===== src/rtl/mac_pkg.sv =====
// Shared sizing constants for the multiply-accumulate unit.
// Operand width default plus the product and accumulator width ratios.
package mac_pkg;

  localparam int DEF_DATA_WIDTH = 8;
  localparam int ACC_MULT       = 3;
  localparam int PROD_MULT      = 2;

  function automatic int prod_width(input int dw);
    return PROD_MULT * dw;
  endfunction

endpackage


===== src/rtl/mac_mult_stage.sv =====
// First pipeline stage: registered unsigned product and its valid bit.
// Clear and reset both flush the stage so nothing in flight survives.
module mac_mult_stage
  import mac_pkg::*;
#(
  parameter int DATA_WIDTH = DEF_DATA_WIDTH,
  parameter int PW         = prod_width(DATA_WIDTH)
) (
  input  logic                  clk,
  input  logic                  rst,
  input  logic                  clr,
  input  logic                  en,
  input  logic [DATA_WIDTH-1:0] a,
  input  logic [DATA_WIDTH-1:0] b,
  output logic [PW-1:0]         prod,
  output logic                  valid
);

  always_ff @(posedge clk) begin
    if (rst) begin
      prod  <= '0;
      valid <= 1'b0;
    end else if (clr) begin
      prod  <= '0;
      valid <= 1'b0;
    end else begin
      valid <= en;
      // Hold the old product while idle; valid alone gates accumulation.
      if (en)
        prod <= PW'(a) * PW'(b);
    end
  end

endmodule


===== src/rtl/mac_unit.sv =====
// Two-stage unsigned multiply-accumulate with wrapping accumulator.
// Stage 1 lives in mac_mult_stage; stage 2 is the accumulator below.
module mac_unit
  import mac_pkg::*;
#(
  parameter int DATA_WIDTH = DEF_DATA_WIDTH,
  parameter int ACC_WIDTH  = ACC_MULT * DATA_WIDTH
) (
  input  logic                  clk,
  input  logic                  rst,
  input  logic                  En,
  input  logic                  Clr,
  input  logic [DATA_WIDTH-1:0] Ain,
  input  logic [DATA_WIDTH-1:0] Bin,
  output logic [ACC_WIDTH-1:0]  Cout
);

  localparam int PW = prod_width(DATA_WIDTH);

  logic [PW-1:0] prod;
  logic          valid;

  mac_mult_stage #(
    .DATA_WIDTH(DATA_WIDTH),
    .PW        (PW)
  ) u_mult (
    .clk  (clk),
    .rst  (rst),
    .clr  (Clr),
    .en   (En),
    .a    (Ain),
    .b    (Bin),
    .prod (prod),
    .valid(valid)
  );

  // Sum wraps naturally at ACC_WIDTH bits.
  always_ff @(posedge clk) begin
    if (rst)
      Cout <= '0;
    else if (Clr)
      Cout <= '0;
    else if (valid)
      Cout <= Cout + ACC_WIDTH'(prod);
  end

endmodule


===== config.mk =====
export PLATFORM = sky130hd
export DESIGN_NAME = mac_unit
export DESIGN_NICKNAME = d
export VERILOG_FILES = /design/src/rtl/mac_pkg.sv /design/src/rtl/mac_mult_stage.sv /design/src/rtl/mac_unit.sv
export SDC_FILE = /design/constraint.sdc
export NUM_CORES = 1
export LEC_CHECK = 0
export ABC_CLOCK_PERIOD_IN_PS = 6960
export CAP_MARGIN = 10
export CORE_MARGIN = 3
export CORE_UTILIZATION = 45
export CTS_CLUSTER_SIZE = 25
export DETAILED_ROUTE_END_ITERATION = 8
export GPL_ROUTABILITY_DRIVEN = 0
export HOLD_SLACK_MARGIN = 0.06
export PLACE_DENSITY = 0.61
export SKIP_LAST_GASP = 1
export SYNTH_ARGS = -nofsm -noshare
export SYNTH_HDL_FRONTEND = slang
export SYNTH_SLANG_ARGS = --single-unit

===== constraint.sdc =====
create_clock -name clk -period 6.96 [get_ports clk]
set_clock_uncertainty 0.15 [all_clocks]
set_input_delay 1.392 -clock clk [delete_from_list [all_inputs] [get_ports clk]]
set_output_delay 1.392 -clock clk [all_outputs]
set_load 0.02 [all_outputs]

Word level (Yosys, flattened, before mapping)
Cells that the tools add are included.
{"block": "word_totals", "inputBits": 20, "reg_bits": 41}
{"block": "op_classes", "add_sub_neg": 1, "n_mul": 1, "n_reduce_logical": 1}
{"op": "24-bit by 16-bit adder with 24-bit output", "count": 1}
{"op": "8-bit by 8-bit multiplier with 16-bit output", "count": 1}
{"op": "2-bit OR reduction", "count": 1}

Longest topological paths before layout
{"block": "depth", "word_depth": 1, "depth_mapped": 16, "ltp_nobuf": 16}

Modules after synthesis
Synthesis repeated with hierarchy kept, for this count alone.
{"block": "hier_totals", "hier_cells": 533, "area_unflattened_um2": 4563.1}
{"module": "mac_mult_stage", "instances": 1, "area_per_inst_um2": 2713.9, "seq_area_each_um2": 340.3, "cells_per_inst": 312}
{"module": "mac_unit", "instances": 1, "area_per_inst_um2": 1849.3, "seq_area_each_um2": 480.5, "cells_per_inst": 221}

Worst setup path before layout
OpenSTA, ideal clock, no wires.
{"block": "synth_timing", "path_kind": "input to register", "start": "input port Ain[2]", "end": "register u_mult.prod[15]", "path_slack_ps": 1612, "arrival_ps": 5107, "cell_stages": 13, "path_cell_list": "and2_1 -> fa_1 -> fa_1 -> fa_1 -> inv_1 -> fa_1 -> inv_1 -> ha_1 -> or3_1 -> o221ai_2 -> a21oi_1 -> or3_1 -> a311oi_1"}
{"block": "synth_via", "elab_chain_len": 1}
{"element": "start, declared", "line": "mac_unit.sv:13", "rtl": "input logic [DATA_WIDTH-1:0] Ain,"}
{"element": "8-bit by 8-bit multiplier with 16-bit output", "line": "mac_mult_stage.sv:30", "rtl": "prod <= PW'(a) * PW'(b);"}
{"element": "end signal, assigned", "line": "mac_mult_stage.sv:30"}
{"element": "end, declared", "line": "mac_mult_stage.sv:15", "rtl": "output logic [PW-1:0] prod,"}
Every way passes these cells.
A chain may end at the register's enable or synchronous reset.

Worst setup path in the final report
{"block": "layout_timing", "start": "input port Ain[0]", "end": "register u_mult.prod[15]"}
Same word-level chain as after synthesis.

==> qor.txt <==
DP Wirelength: 8.24 mm
Drt drc: 0
Slew margin rel.: 0.462
FP Rows: 35
Post-synthesis register bit count: 41
FMAX: 169 MHz
Most used cell, CP: fa_1
First-pass iteration count of the detailed router: 4
Mapped Area: 4520 um2
Pwr/cell area: 192 nW/um2
Starting DRT DRC Count: 183
Unrepaired setup endpoints after global routing: false
Die Wd: 106 um
Clock power frac: 0.202
Count of final setup violators: 0
Number of diodes: 0
Crit-path max FO: 8
Root buf cell: clkbuf_8
Int Power: 590 uW
Hold crit path type: register to register
Via/cell ratio: 5.55
Die area: 11300 um2
Share of cells above drive strength 1: 0.0260
CP Buf/Inv Count: 4
Nets: 686
Vias: 3925
Crit start category: primary input
Gr usage total: 0.192
Comb power frac: 0.539
Leakage: 2.31 nW
Met1 wire length: 5.30 mm
Fillers: 951
Number of flops mapped to enable cells by yosys: 0
Max Cap Viol: 0
Synth warn: 0
Final worst-path cycle share: 0.852
Sink Count: 41
Register area share after synthesis: 0.182
Clock tree from TritonCTS: yes
Most frequent cells in the layout: inv_1 (52), ha_1 (52), and2_1 (49), clkdlybuf4s50_1 (43), dfxtp_1 (41)
Multiplexer area fraction after synthesis: 0.0310
Placed instance count: 699
First-pass GRT wire length: 18.2 mm
CTS resizes: 0
Die height: 106 um
Sw Ratio: 0.409
Setup Total Neg Slack: 0 ps
Hold Buf Count CTS: 0
Final std cells w/o fill: 707
Post-synth cell types: 47
Metal2 WL: 4.64 mm
VDD IR max: 0.102 mV
Max H-tree Level: 2
CP delay by family, top: adder cells
Post-Place Setup Slack: 747 ps
Status: finished clean
Final core occ: 0.545
XOR/XNOR share of the synthesized area: 0.0368
CTS Buf Count: 5
CP arrival: 5990 ps
Cell Area, Placed: 5070 um2
Worst-path cell chain: clkdlybuf4s50_1, nand2_1, fa_1, fa_1, inv_1, fa_1, inv_1, fa_1, inv_1, ha_1, or3_1, o221ai_2, a21oi_1, or3_1, a311oi_1
CP peak stage delay: 630 ps
Tot Pwr: 997 uW
Post-Route WL: 10.4 mm
Hold Fails Final Rpt: 0
Critical path class: primary input to register
Flop pwr share: 0.259
Simple-gate portion of the synthesized area: 0.238
Initial antenna violation count: 0
Highest Signal Layer: met4
Layout area overhead: 14.6%
Detail Route Antenna Nets: 0
Mapped Cells: 541
GRT overflow: 0
# IOs: 44
Initial Util: 0.476
Crit path time final: 5930 ps
Post-Synth Adder-Cell Area: 0.308
CP max-delay cell: clkdlybuf4s50_1
Longest Clk Path Bufs: 2
Setup ws final: 1030 ps
NetSw: 408 uW
Synthesized area per cell: 8.36 um2
Synth Area in Compound Gates: 0.148
Mapped Nets: 650
Ys flop type: dfxtp_1
Worst slew pin tran: 805 ps
Worst-skew pair later-pin latency: 300 ps
Number of port buffers: 43
Final instance area: 5180 um2
Largest net degree at the start of global routing: 36
Routed wl met3: 408 um
Endpoint type of the worst setup path: register
Tightest hold margin: 331 ps
Floorplan Core Area: 9500 um2
Post-CTS Repair Setup Buffers: 0
CP required: 7010 ps
Ys async rst share: 0
Largest family of logic cells by synthesized area: adder cells
Slew Viols, Final: 0
CTS clock-pin slew for the worst setup and hold paths: 90 ps
Wire length per cell: 14.7 um
Vias in the first global route: 3732
worst reg2reg max path, stage by stage (launching register included):
cell and delay (ps):
dfxtp_1 360, ha_1 170, inv_1 50, fa_1 390
nand2b_1 180, a21oi_1 270, o21ai_1 170, and3_1 250
or3_1 350, a21oi_1 150
cell type report:
class	instances	area [um2]	area share
Tap cell	129	161	0.0311
Sequential cell	41	821	0.158
Multi-Input combinational cell	432	3450	0.665
Timing Repair Buffer	45	445	0.0859
Clock inverter	3	46.3	0.00893
Clock buffer	5	68.8	0.0133
Inverter	52	195	0.0377
metal layers:
metal  vias to the layer above  track usage
met5                         -            0
li1                       1951            -
met2                        75        0.285
met1                      1892        0.303
met4                         0       0.0222
met3                         7       0.0261
power by group through the flow:
stage / clock [mW] / sequential, mW / combinational, mW
after global placement: 0 / 0.264 / 0.533
after global routing: 0.217 / 0.260 / 0.611
after detailed placement: 0 / 0.264 / 0.535
after CTS: 0.206 / 0.259 / 0.543
after floorplan: 0 / 0.261 / 0.418
final: 0.201 / 0.259 / 0.537
Yosys cell counts (2+ instances only):
library cell,n,share of area
a21oi_1,27,0.030
clkbuf_1,12,0.010
nand2_1,36,0.030
nand3_1,23,0.025
o21ai_1,3,0.0033
buf_2,2,0.0022
nor2_1,37,0.031
nand4b_1,3,0.0058
o21ai_0,27,0.030
a2bb2oi_1,2,0.0039
a21oi_2,2,0.0039
xor2_1,6,0.012
a31oi_1,6,0.0083
mux2i_1,14,0.031
nand4_1,16,0.022
xnor2_1,13,0.025
o31a_1,2,0.0039
nor3_1,5,0.0055
a211oi_1,8,0.013
nor4_1,5,0.0069
a21o_1,12,0.020
o211ai_1,5,0.0083
ha_1,52,0.14
nor2b_1,3,0.0042
o21a_1,3,0.0050
fa_1,37,0.16
and2_1,49,0.068
o41ai_1,2,0.0039
or4_1,2,0.0033
nand2b_1,5,0.0069
buf_1,2,0.0017
or3_1,8,0.011
and3_1,7,0.0097
dfxtp_1,41,0.18
inv_1,52,0.043
sequential cells by signal (all words and copies together) (netlist names):
| name | count |
|---|---|
| Cout | 24 |
| u_mult.prod | 16 |
| u_mult.valid | 1 |
final timing paths:
check / cells after the start / end / slack, ps / from
min: 2 / u_mult.prod[0] / 330 / u_mult.prod[0]
min reg2reg: 2 / u_mult.prod[0] / 330 / u_mult.prod[0]
max: 15 / u_mult.prod[15] / 1030 / Ain[0]
max reg2reg: 9 / Cout[20] / 4400 / Cout[0]
cells by family (layout without fill, tap and decap cells):
group | after synthesis | count (layout)
XOR/XNOR | 19 | 19
buffers and inverters | 68 | 105
adder cells (fa/ha/maj) | 89 | 89
AO/OA/AOI/OAI | 106 | 106
flip-flops | 41 | 41
AND/OR/NAND/NOR | 204 | 204
multiplexers | 14 | 14
Power figures use the tool's default switching activity.
